[src/rtl/cp_command_scheduler_pkg.sv]
// Shared CBC message layout, VP command opcodes and scheduler state encoding.
// Optional statistics are enabled with the CP_SCHED_STATS_EN macro in cp_command_scheduler.
package cp_command_scheduler_pkg;

  localparam int CBC_BUS_WIDTH       = 16;
  localparam int VPID_WIDTH          = 6;
  localparam int MSG_VALID           = 15;
  localparam int CP_MSG_BCAST        = 14;
  localparam int CP_MSG_DST_HI       = 13;
  localparam int CP_MSG_DST_LO       = 8;
  localparam int CP_MSG_OPERATION_HI = 7;
  localparam int CP_MSG_OPERATION_LO = 4;
  localparam int CP_MSG_ARG_HI       = 3;
  localparam int CP_MSG_ARG_LO       = 0;

  localparam logic [3:0] VP_COMMAND_NOP               = 4'h0;
  localparam logic [3:0] VP_COMMAND_START_MAIN_THREAD = 4'h1;
  localparam logic [3:0] VP_COMMAND_STOP_MAIN_THREAD  = 4'h2;
  localparam logic [3:0] VP_COMMAND_SET_ARG           = 4'h3;

  typedef enum logic [1:0] {
    S_IDLE  = 2'd0,
    S_CHECK = 2'd1,
    S_ISSUE = 2'd2,
    S_GAP   = 2'd3
  } sched_state_t;

  function automatic logic [VPID_WIDTH-1:0] msg_dst(input logic [CBC_BUS_WIDTH-1:0] m);
    return m[CP_MSG_DST_HI:CP_MSG_DST_LO];
  endfunction

  function automatic logic [3:0] msg_op(input logic [CBC_BUS_WIDTH-1:0] m);
    return m[CP_MSG_OPERATION_HI:CP_MSG_OPERATION_LO];
  endfunction

endpackage

[src/rtl/cp_command_scheduler_rr_arbiter.sv]
// Combinational round-robin pick: first requesting index at or after i_ptr, wrapping.
module cp_command_scheduler_rr_arbiter #(
  parameter int N  = 4,
  parameter int IW = $clog2(N)
) (
  input  logic [N-1:0]  i_req,
  input  logic [IW-1:0] i_ptr,
  output logic [IW-1:0] o_idx,
  output logic          o_found
);

  always_comb begin
    int d;
    int best;
    o_idx   = '0;
    o_found = 1'b0;
    best    = N;
    for (int j = 0; j < N; j++) begin
      // Distance from the pointer going forward; smallest distance wins.
      d = j - int'(i_ptr);
      if (d < 0) d = d + N;
      if (i_req[j] && d < best) begin
        best    = d;
        o_idx   = IW'(j);
        o_found = 1'b1;
      end
    end
  end

endmodule

[src/rtl/cp_command_scheduler.sv]
// Round-robin CBC command scheduler with per-VP busy backpressure and VP run-state shadow.
// Define CP_SCHED_STATS_EN to add saturating issue/drop counters (oIssueCount, oDropCount).
module cp_command_scheduler
  import cp_command_scheduler_pkg::*;
#(
  parameter int NUM_REQ = 4,
  parameter int NUM_VP  = 4,
  parameter int TIMEOUT = 64
) (
  input  logic                             Clock,
  input  logic                             Reset,
  input  logic [NUM_REQ-1:0]               iReq,
  input  logic [NUM_REQ*CBC_BUS_WIDTH-1:0] iReqMsg,
  output logic [NUM_REQ-1:0]               oGrant,
  output logic                             oReqErr,
  input  logic [NUM_VP-1:0]                iVpBusy,
  output logic [CBC_BUS_WIDTH-1:0]         oCpCommand,
  output logic [NUM_VP-1:0]                oVpRunning,
  output logic [1:0]                       oDbgState
`ifdef CP_SCHED_STATS_EN
  ,
  output logic [15:0]                      oIssueCount,
  output logic [15:0]                      oDropCount
`endif
);

  localparam int IW = $clog2(NUM_REQ);
  localparam int CW = $clog2(TIMEOUT);

  sched_state_t             r_state;
  logic [IW-1:0]            r_ptr;
  logic [IW-1:0]            r_win;
  logic [CBC_BUS_WIDTH-1:0] r_msg;
  logic [CW-1:0]            r_cnt;
  logic [CBC_BUS_WIDTH-1:0] r_cmd;
  logic [NUM_REQ-1:0]       r_grant;
  logic                     r_err;
  logic [NUM_VP-1:0]        r_running;

  logic [NUM_REQ-1:0]       w_req;
  logic [IW-1:0]            w_idx;
  logic                     w_found;
  logic [CBC_BUS_WIDTH-1:0] w_sel_msg;
  logic [VPID_WIDTH-1:0]    w_dst;
  logic                     w_bcast;
  logic                     w_dst_bad;
  logic                     w_dst_busy;
  logic                     w_ready;
  logic                     w_cnt_last;
  logic                     w_drop;
  logic [NUM_VP-1:0]        w_vp_mask;
  logic [NUM_VP-1:0]        w_run_next;
  logic [NUM_REQ-1:0]       w_win_oh;
  logic [IW-1:0]            w_win_inc;

  // A requester whose grant is showing this cycle is consuming its message; keep it out.
  assign w_req = iReq & ~r_grant;

  cp_command_scheduler_rr_arbiter #(
    .N  (NUM_REQ),
    .IW (IW)
  ) u_arb (
    .i_req   (w_req),
    .i_ptr   (r_ptr),
    .o_idx   (w_idx),
    .o_found (w_found)
  );

  always_comb begin
    w_sel_msg = '0;
    for (int k = 0; k < NUM_REQ; k++) begin
      if (int'(w_idx) == k) w_sel_msg = iReqMsg[k*CBC_BUS_WIDTH +: CBC_BUS_WIDTH];
    end
  end

  assign w_dst     = msg_dst(r_msg);
  assign w_bcast   = r_msg[CP_MSG_BCAST];
  assign w_dst_bad = !w_bcast && (int'(w_dst) >= NUM_VP);

  always_comb begin
    w_dst_busy = 1'b0;
    w_vp_mask  = '0;
    for (int v = 0; v < NUM_VP; v++) begin
      if (int'(w_dst) == v) w_dst_busy = iVpBusy[v];
      if (w_bcast || int'(w_dst) == v) w_vp_mask[v] = 1'b1;
    end
  end

  assign w_ready    = w_bcast ? (iVpBusy == '0) : !w_dst_busy;
  assign w_cnt_last = (int'(r_cnt) == TIMEOUT - 1);
  assign w_drop     = (r_state == S_CHECK) && (w_dst_bad || (!w_ready && w_cnt_last));

  always_comb begin
    w_run_next = r_running;
    if (msg_op(r_msg) == VP_COMMAND_START_MAIN_THREAD) w_run_next = r_running | w_vp_mask;
    else if (msg_op(r_msg) == VP_COMMAND_STOP_MAIN_THREAD) w_run_next = r_running & ~w_vp_mask;
  end

  always_comb begin
    w_win_oh = '0;
    for (int k = 0; k < NUM_REQ; k++) w_win_oh[k] = (int'(r_win) == k);
  end

  assign w_win_inc = (int'(r_win) == NUM_REQ - 1) ? '0 : r_win + IW'(1);

  always_ff @(posedge Clock or posedge Reset) begin
    if (Reset) begin
      r_state   <= S_IDLE;
      r_ptr     <= '0;
      r_win     <= '0;
      r_msg     <= '0;
      r_cnt     <= '0;
      r_cmd     <= '0;
      r_grant   <= '0;
      r_err     <= 1'b0;
      r_running <= '0;
    end else begin
      r_cmd   <= '0;
      r_grant <= '0;
      r_err   <= 1'b0;
      case (r_state)
        S_IDLE: begin
          if (w_found) begin
            r_win   <= w_idx;
            r_msg   <= w_sel_msg;
            r_cnt   <= '0;
            r_state <= S_CHECK;
          end
        end
        S_CHECK: begin
          if (w_drop) begin
            r_grant <= w_win_oh;
            r_err   <= 1'b1;
            r_ptr   <= w_win_inc;
            r_cnt   <= '0;
            r_state <= S_IDLE;
          end else if (w_ready) begin
            r_cmd            <= r_msg;
            r_cmd[MSG_VALID] <= 1'b1;
            r_grant          <= w_win_oh;
            r_cnt            <= '0;
            r_state          <= S_ISSUE;
          end else begin
            r_cnt <= r_cnt + CW'(1);
          end
        end
        S_ISSUE: begin
          r_ptr     <= w_win_inc;
          r_running <= w_run_next;
          r_state   <= S_GAP;
        end
        // Bus stays idle one cycle so the VP busy flag reflects the write just made.
        S_GAP: r_state <= S_IDLE;
        default: r_state <= S_IDLE;
      endcase
    end
  end

  assign oCpCommand = r_cmd;
  assign oGrant     = r_grant;
  assign oReqErr    = r_err;
  assign oVpRunning = r_running;
  assign oDbgState  = r_state;

`ifdef CP_SCHED_STATS_EN
  logic [15:0] r_issue_cnt;
  logic [15:0] r_drop_cnt;

  always_ff @(posedge Clock or posedge Reset) begin
    if (Reset) begin
      r_issue_cnt <= '0;
      r_drop_cnt  <= '0;
    end else begin
      if (r_state == S_ISSUE && r_issue_cnt != 16'hFFFF) r_issue_cnt <= r_issue_cnt + 16'd1;
      if (w_drop && r_drop_cnt != 16'hFFFF) r_drop_cnt <= r_drop_cnt + 16'd1;
    end
  end

  assign oIssueCount = r_issue_cnt;
  assign oDropCount  = r_drop_cnt;
`else
  // No statistics in this build.
`endif

endmodule

[config.mk]
export PLATFORM = sky130hd
export DESIGN_NAME = cp_command_scheduler
export DESIGN_NICKNAME = d
export VERILOG_FILES = /design/src/rtl/cp_command_scheduler_pkg.sv /design/src/rtl/cp_command_scheduler_rr_arbiter.sv /design/src/rtl/cp_command_scheduler.sv
export SDC_FILE = /design/constraint.sdc
export NUM_CORES = 1
export LEC_CHECK = 0
export ABC_AREA = 1
export BUFFER_PORTS_ARGS = -buffer_cell sky130_fd_sc_hd__buf_2
export CAP_MARGIN = 20
export CELL_PAD_IN_SITES_DETAIL_PLACEMENT = 0
export CELL_PAD_IN_SITES_GLOBAL_PLACEMENT = 1
export CORE_ASPECT_RATIO = 1.5
export CORE_UTILIZATION = 36
export CTS_CLUSTER_DIAMETER = 60
export DETAILED_ROUTE_END_ITERATION = 7
export HOLD_SLACK_MARGIN = 0.08
export PLACE_DENSITY = 0.89
export SYNTH_ARGS = -nofsm -noshare
export SYNTH_HDL_FRONTEND = slang
export SYNTH_HIERARCHICAL = 1
export SYNTH_SLANG_ARGS = --single-unit
export TNS_END_PERCENT = 1
[constraint.sdc]
create_clock -name Clock -period 4.2 [get_ports Clock]
set_input_delay 1.26 -clock Clock [delete_from_list [all_inputs] [get_ports Clock]]
set_output_delay 1.26 -clock Clock [all_outputs]
set_load 0.02 [all_outputs]
==> impl_metrics.py, run 1 <==
metrics = {
    "power": {
        "power_density_mw_per_mm2": 838,
        "power_w": 0.00315,
        "leakage_nw": 2.02,
        "peakVddDrop_mv": 0.427,
    },
    "cts": {
        "clkTransAtPathRegs_ns": 0.06,
        "clock_latency_ns": 0.29,
        "postCtsSetupRepairBufs": 0,
        "cts_buffer_depth": 2,
        "cts_tree": "yes",
        "numCtsBuffers": 5,
        "cts.sinks": 52,
        "h-tree-depth": 2,
        "cts-root-buf": "clkbuf_16",
    },
    "global_route": {
        "antenna_found_initial": 0,
        "gr-total-overflow": 0,
        "grt_usage": 0.178,
        "grt_max_degree": 53,
        "grt_pass1_wl_um": 11400,
        "grt_pass1_vias": 2519,
    },
    "logic_synthesis": {
        "synth_area_per_cell_sq_um": 8.09,
        "synthCells": 353,
        "ys.flop_type": "dfrtp_1",
        "synth_top_area_frac": 0.456,
        "synth_cell_types": 35,
        "syn-num-nets": 434,
        "ys_seq_elements": 52,
        "yosysTopAreaCell": "dfrtp_1",
        "synthArstFlopShare": 1.00,
        "synth_edf_count": 0,
        "yosysWarningCount": 6,
        "seq_area_frac_synth": 0.456,
        "synth_area_sq_mm": 0.00286,
        "netlist_top_cells_area": "dfrtp_1, nand2_1, nor2_1",
    },
    "die": {
        "die_x_um": 74.7,
        "coreArea_sq_mm": 0.00766,
        "die-area_sq_mm": 0.00830,
        "die_y_um": 111,
        "start_util": 0.373,
        "ios": 101,
        "row_count": 39,
    },
    "routing": {
        "wl_per_cell_um": 12.3,
        "drt_first_pass_iters": 4,
        "drc": 0,
        "ant_nets": 0,
        "drt_wl_total_um": 6950,
        "drtIter0Drc": 115,
        "vias": 2671,
        "via_per_inst": 4.74,
    },
    "finish": {
        "drive_gt1_frac": 0.333,
        "n_antenna_cell": 0,
        "num-fill-cells": 780,
        "layout_common_cells": "buf_2, nand2_1, dfrtp_1",
        "areaGrowthSynthToFinish_pct": 31.8,
        "fin_area_sq_mm": 0.00376,
        "mostFrequentLayoutCell": "buf_2",
        "final_util": 0.491,
        "fin_nets": 542,
        "final_cells": 564,
    },
    "timing": {
        "fin_tns_setup_ns": 0,
        "tightest_slew_ns": 0.542,
        "finalSetupViolations": 0,
        "fin_crit_ns": 3.77,
        "relSlewSlack": 0.638,
        "fin_crit_sh": 0.899,
        "skew_ns": 0.00782,
        "rsz0062_at_grt": "no",
        "finalMaxSlewViolations": 0,
        "finalHoldViolations": 0,
        "max_freq_ghz": 0.265,
    },
    "worst_setup_path": {
        "worst_setup_path_end_kind": "flop",
        "cp_data_required_time_ns": 4.36,
        "start_kind": "input port",
        "path_class": "in -> reg",
        "crit_arrival_ns": 3.94,
        "crit_fanout": 7,
    },
    "placement": {
        "dpl.hpwl_um": 5400,
        "io_buffers": 96,
        "globalplace.congestion": 0.766,
        "placed_area_sq_mm": 0.00352,
        "post-place-cells": 555,
    },
    "job": {
        "maxCapViolations": 0,
    },
    "run_status": {
        "status": "finished clean",
    },
    "worst_hold_path": {
        "hp-class": "reg -> reg",
    },
}
-- final cells by class --
type | count | area [sq um] | area share
Timing Repair Buffer | 111 | 606 | 0.161
Clock buffer | 5 | 125 | 0.0332
Sequential cell | 52 | 1300 | 0.346
Clock inverter | 3 | 90.1 | 0.0239
Multi-Input combinational cell | 248 | 1350 | 0.359
Tap cell | 102 | 128 | 0.0339
Inverter | 43 | 164 | 0.0435
-- registers in the layout, summed over array words and instances, names as in the netlist, named ones only --
signal / cells
oCpCommand: 16
oDbgState: 1
oGrant: 4
oReqErr: 1
r_cnt: 6
r_msg: 15
r_ptr: 2
r_win: 2
-- final timing paths --
check	endpoint	from	cells past startpoint	slack [ns]
min in group asynchronous	oCpCommand[13]	Reset	2	1.00
worst max register to register	r_msg[14]	r_ptr[0]	21	1.04
max in group asynchronous	oCpCommand[2]	Reset	3	2.65
worst min register to register	oCpCommand[1]	r_msg[1]	2	0.49
worst min-delay path	oCpCommand[1]	r_msg[1]	2	0.49
worst max-delay path	r_msg[14]	iReq[0]	24	0.43
-- through the flow --
stage	hold WS (ns)	setup WS, ns
after floorplan	0.449	0.182
after global placement	0.468	0.0323
after detailed placement	0.476	-0.0678
after CTS	0.491	0.222
after global routing	0.506	0.0400
final	0.492	0.425
-- repair_timing --
item                       4_1_cts  5_1_grt
hold buffers                     0        0
resized for setup                0        4
setup endpoints to repair        0       11
-- critical path, cell delays in order --
cell and delay, ns:
buf_2 0.08, inv_1 0.03, nor2_1 0.14, nor2_2 0.07, a21oi_1 0.11, nand2_1 0.09
ha_1 0.27, inv_1 0.05, nor2_1 0.04, nand2_1 0.06, nand3_2 0.11, o21ai_0 0.19
ha_1 0.25, inv_1 0.05, nor2_1 0.04, nand2_1 0.07, nand3_2 0.08, nand2_2 0.17
nor2_1 0.09, buf_4 0.16, a22oi_1 0.15, a21oi_1 0.10, a211oi_1 0.22, a21oi_1 0.07
-- power breakdown --
| part | total [W] | switching (W) | internal, W |
|---|---|---|---|
| sequential | 0.000809 | 0.000121 | 0.000688 |
| combinational | 0.00176 | 0.00113 | 0.000637 |
| clock | 0.000580 | 0.000179 | 0.000401 |
-- cell families after synthesis --
group	count (synthesis)	synth area share
fa+ha+maj	7	0.0307
simple gates	178	0.297
buf+inv	53	0.0758
flops	52	0.456
xor+xnor	4	0.0123
compound gates	59	0.129
-- synthesized netlist by cell type (4+ instances only) --
| master | instances |
|---|---|
| nor3_1 | 4 |
| o211ai_1 | 4 |
| o21ai_0 | 14 |
| a21oi_2 | 4 |
| clkbuf_1 | 4 |
| nand2_1 | 80 |
| nor2_1 | 47 |
| ha_1 | 7 |
| nand2_2 | 4 |
| inv_1 | 38 |
| nand3_1 | 21 |
| a21oi_1 | 20 |
| dfrtp_1 | 52 |
| a41oi_1 | 8 |
| nand3_2 | 11 |
-- routing by layer --
metal | track usage | wire [um]
met2 | 0.308 | 3580
met5 | 0 | 0
met4 | 0.0629 | 130
met1 | 0.214 | 2950
met3 | 0.0309 | 289
Power figures use the tool's default switching activity.
==> run 2: changes to the inputs <==
--- a/config.mk
+++ b/config.mk
@@ -8,14 +8,14 @@
 export ABC_AREA = 1
 export BUFFER_PORTS_ARGS = -buffer_cell sky130_fd_sc_hd__buf_2
 export CAP_MARGIN = 20
-export CELL_PAD_IN_SITES_DETAIL_PLACEMENT = 0
-export CELL_PAD_IN_SITES_GLOBAL_PLACEMENT = 1
+export CELL_PAD_IN_SITES_DETAIL_PLACEMENT = 1
+export CELL_PAD_IN_SITES_GLOBAL_PLACEMENT = 2
 export CORE_ASPECT_RATIO = 1.5
-export CORE_UTILIZATION = 36
+export CORE_UTILIZATION = 28
 export CTS_CLUSTER_DIAMETER = 60
 export DETAILED_ROUTE_END_ITERATION = 7
 export HOLD_SLACK_MARGIN = 0.08
-export PLACE_DENSITY = 0.89
+export PLACE_DENSITY = 0.88
 export SYNTH_ARGS = -nofsm -noshare
 export SYNTH_HDL_FRONTEND = slang
 export SYNTH_HIERARCHICAL = 1
==> impl_metrics.py, run 2 (synthesis gave the netlist of run 1 again) <==
metrics = {
    "worst_setup_path": {
        "start_kind": "input port",
        "path_buf_inv": 6,
        "r2r_slack_ns": 0.96,
        "r2r_start": "r_ptr[0]",
        "path_class": "in -> reg",
        "crit_path_cell_trace": "buf_2 -> inv_1 -> nor2_1 -> nor2_2 -> a21oi_1 -> nand2_1 -> ha_1 -> inv_1 -> nor2_1 -> nand2_1 -> nand3_2 -> nand2_1 -> o21ai_0 -> ha_1 -> inv_1 -> nor2_1 -> nand2_1 -> nand3_2 -> nand2_1 -> buf_6 -> nor2_4 -> buf_4 -> nand2_1 -> a41oi_1",
        "crit_family": "simple AND/OR/NAND/NOR gates",
        "crit_arrival_ns": 4.09,
        "crit_fanout": 16,
        "r2r_end": "r_msg[3]",
        "worst_setup_path_end_kind": "flop",
        "cp_data_required_time_ns": 4.41,
        "slowest_stage": "ha_1",
        "crit_top_cell": "nand2_1",
        "cpPeakStageDelay_ns": 0.29,
        "r2r_cells": 21,
    },
    "power": {
        "sw_frac_of_total": 0.494,
        "clkPwrFrac": 0.137,
        "p_int_w": 0.00155,
        "p_switching_w": 0.00151,
        "peakVddDrop_mv": 0.360,
        "comb_power_share": 0.595,
        "power_density_mw_per_mm2": 823,
        "seq_power_share": 0.268,
        "leakage_nw": 1.98,
    },
    "job": {
        "maxCapViolations": 0,
    },
    "worst_hold_path": {
        "hp-class": "reg -> reg",
        "whs_path_depth": 2,
    },
    "routing": {
        "drt_wl_total_um": 8240,
        "drc": 2,
        "vias": 2745,
        "via_per_inst": 4.77,
        "drt_first_pass_iters": 8,
        "drtIter0Drc": 77,
        "wl_per_cell_um": 14.3,
        "ant_nets": 0,
    },
    "timing": {
        "fin_crit_ns": 3.89,
        "fin_crit_sh": 0.926,
        "finalMaxSlewViolations": 0,
        "finalHoldViolations": 0,
        "setup_ws_ns": 0.313,
        "max_freq_ghz": 0.257,
        "finalSetupViolations": 0,
        "skew_ns": 0.0101,
        "tightest_slew_ns": 0.803,
        "relSlewSlack": 0.464,
        "fin_tns_setup_ns": 0,
    },
    "cts": {
        "cts_tree": "yes",
        "h-tree-depth": 2,
        "cts.sinks": 52,
        "clock_latency_ns": 0.30,
        "postCtsHoldBufs": 0,
        "cts_buffer_depth": 2,
        "clkTransAtPathRegs_ns": 0.07,
        "numCtsBuffers": 5,
        "cts-root-buf": "clkbuf_16",
    },
    "placement": {
        "post-place-cells": 568,
        "globalplace.congestion": 0.725,
        "dpl.hpwl_um": 6610,
        "io_buffers": 96,
        "dp_slack_ns": -0.128,
    },
    "die": {
        "start_util": 0.291,
        "coreArea_sq_mm": 0.00980,
        "die_y_um": 126,
        "die_x_um": 84.5,
        "row_count": 44,
        "ios": 101,
        "die-area_sq_mm": 0.0106,
    },
    "finish": {
        "drive_gt1_frac": 0.336,
        "final_cells": 576,
        "largest_reg_flops": 16,
        "areaGrowthSynthToFinish_pct": 29.9,
        "num-fill-cells": 1245,
        "fin_nets": 541,
        "n_antenna_cell": 0,
        "mostFrequentLayoutCell": "buf_2",
        "final_util": 0.379,
        "layout_common_cells": "buf_2, nand2_1, dfrtp_1",
    },
    "global_route": {
        "grt_pass1_vias": 3024,
        "antenna_found_initial": 0,
        "grt_max_degree": 39,
        "grt_usage": 0.162,
        "gr-total-overflow": 0,
        "grt_pass1_wl_um": 13800,
    },
    "run_status": {
        "status": "finished with violations",
        "violations": "DRC",
    },
}
[run 2: cell types whose count changed in the layout (fill, tap and decap cells not counted), sizes merged]
cell      delta
inv          +1
clkinvlp     +1
clkinv       +1
buf          -1
bufinv       -3
[run 2: worst min-delay path, delay by kind of cell, from the launching register on]
family	cells	cell delay [ns]
flops	1	0.35
simple gates	1	0.05
compound gates	1	0.06
[run 2: routing by layer]
metal,vias up,track usage,part of all wire
li1,1364,-,-
met1,1308,0.176,0.40
met2,65,0.321,0.55
met3,8,0.0275,0.041
met4,0,0.0399,0.011
met5,-,0,0
[run 2: worst max-delay path by stage]
stage | from | end | slack, ns | cells past startpoint
6_report | iReq[0] | r_msg[3] | 0.31 | 24
5_1_grt | iReq[0] | r_msg[1] | -0.04 | 24
4_1_cts | iReq[1] | r_msg[3] | 0.18 | 24
3_5_place_dp | iReq[1] | r_msg[3] | -0.13 | 24
3_3_place_gp | iReq[1] | r_msg[14] | -0.06 | 25
2_1_floorplan | iReq[0] | r_msg[7] | 0.18 | 25
[run 2: final cells by class]
type                            instances  area [sq um]  share of cell area
Tap cell                              115           144              0.0388
Timing Repair Buffer                  110           589               0.159
Sequential cell                        52          1300               0.351
Clock inverter                          3          27.5             0.00742
Inverter                               43           164              0.0442
Multi-Input combinational cell        248          1360               0.366
Clock buffer                            5           125              0.0337
[run 2: stage by stage]
| stage | hold WS [ns] | total power (W) | area, sq um |
|---|---|---|---|
| final | 0.493 | 0.00305 | 3710 |
| after global routing | 0.531 | 0.00333 | 3710 |
| after CTS | 0.499 | 0.00305 | 3690 |
| after detailed placement | 0.480 | 0.00262 | 3530 |
| after global placement | 0.468 | 0.00256 | 3530 |
| after floorplan | 0.449 | 0.00202 | 2860 |
[run 2: what timing repair did]
action	4_1_cts	5_1_grt
setup buffers	0	0
gates resized for setup	0	7
setup endpoints to repair	0	14
[run 2: power by group through the flow]
stage	clock network, W	logic (W)	registers (W)
global route	0.000451	0.00204	0.000841
global placement	0	0.00174	0.000820
detailed placement	0	0.00179	0.000829
floorplan	0	0.00112	0.000901
CTS	0.000430	0.00180	0.000821
finish	0.000419	0.00182	0.000819
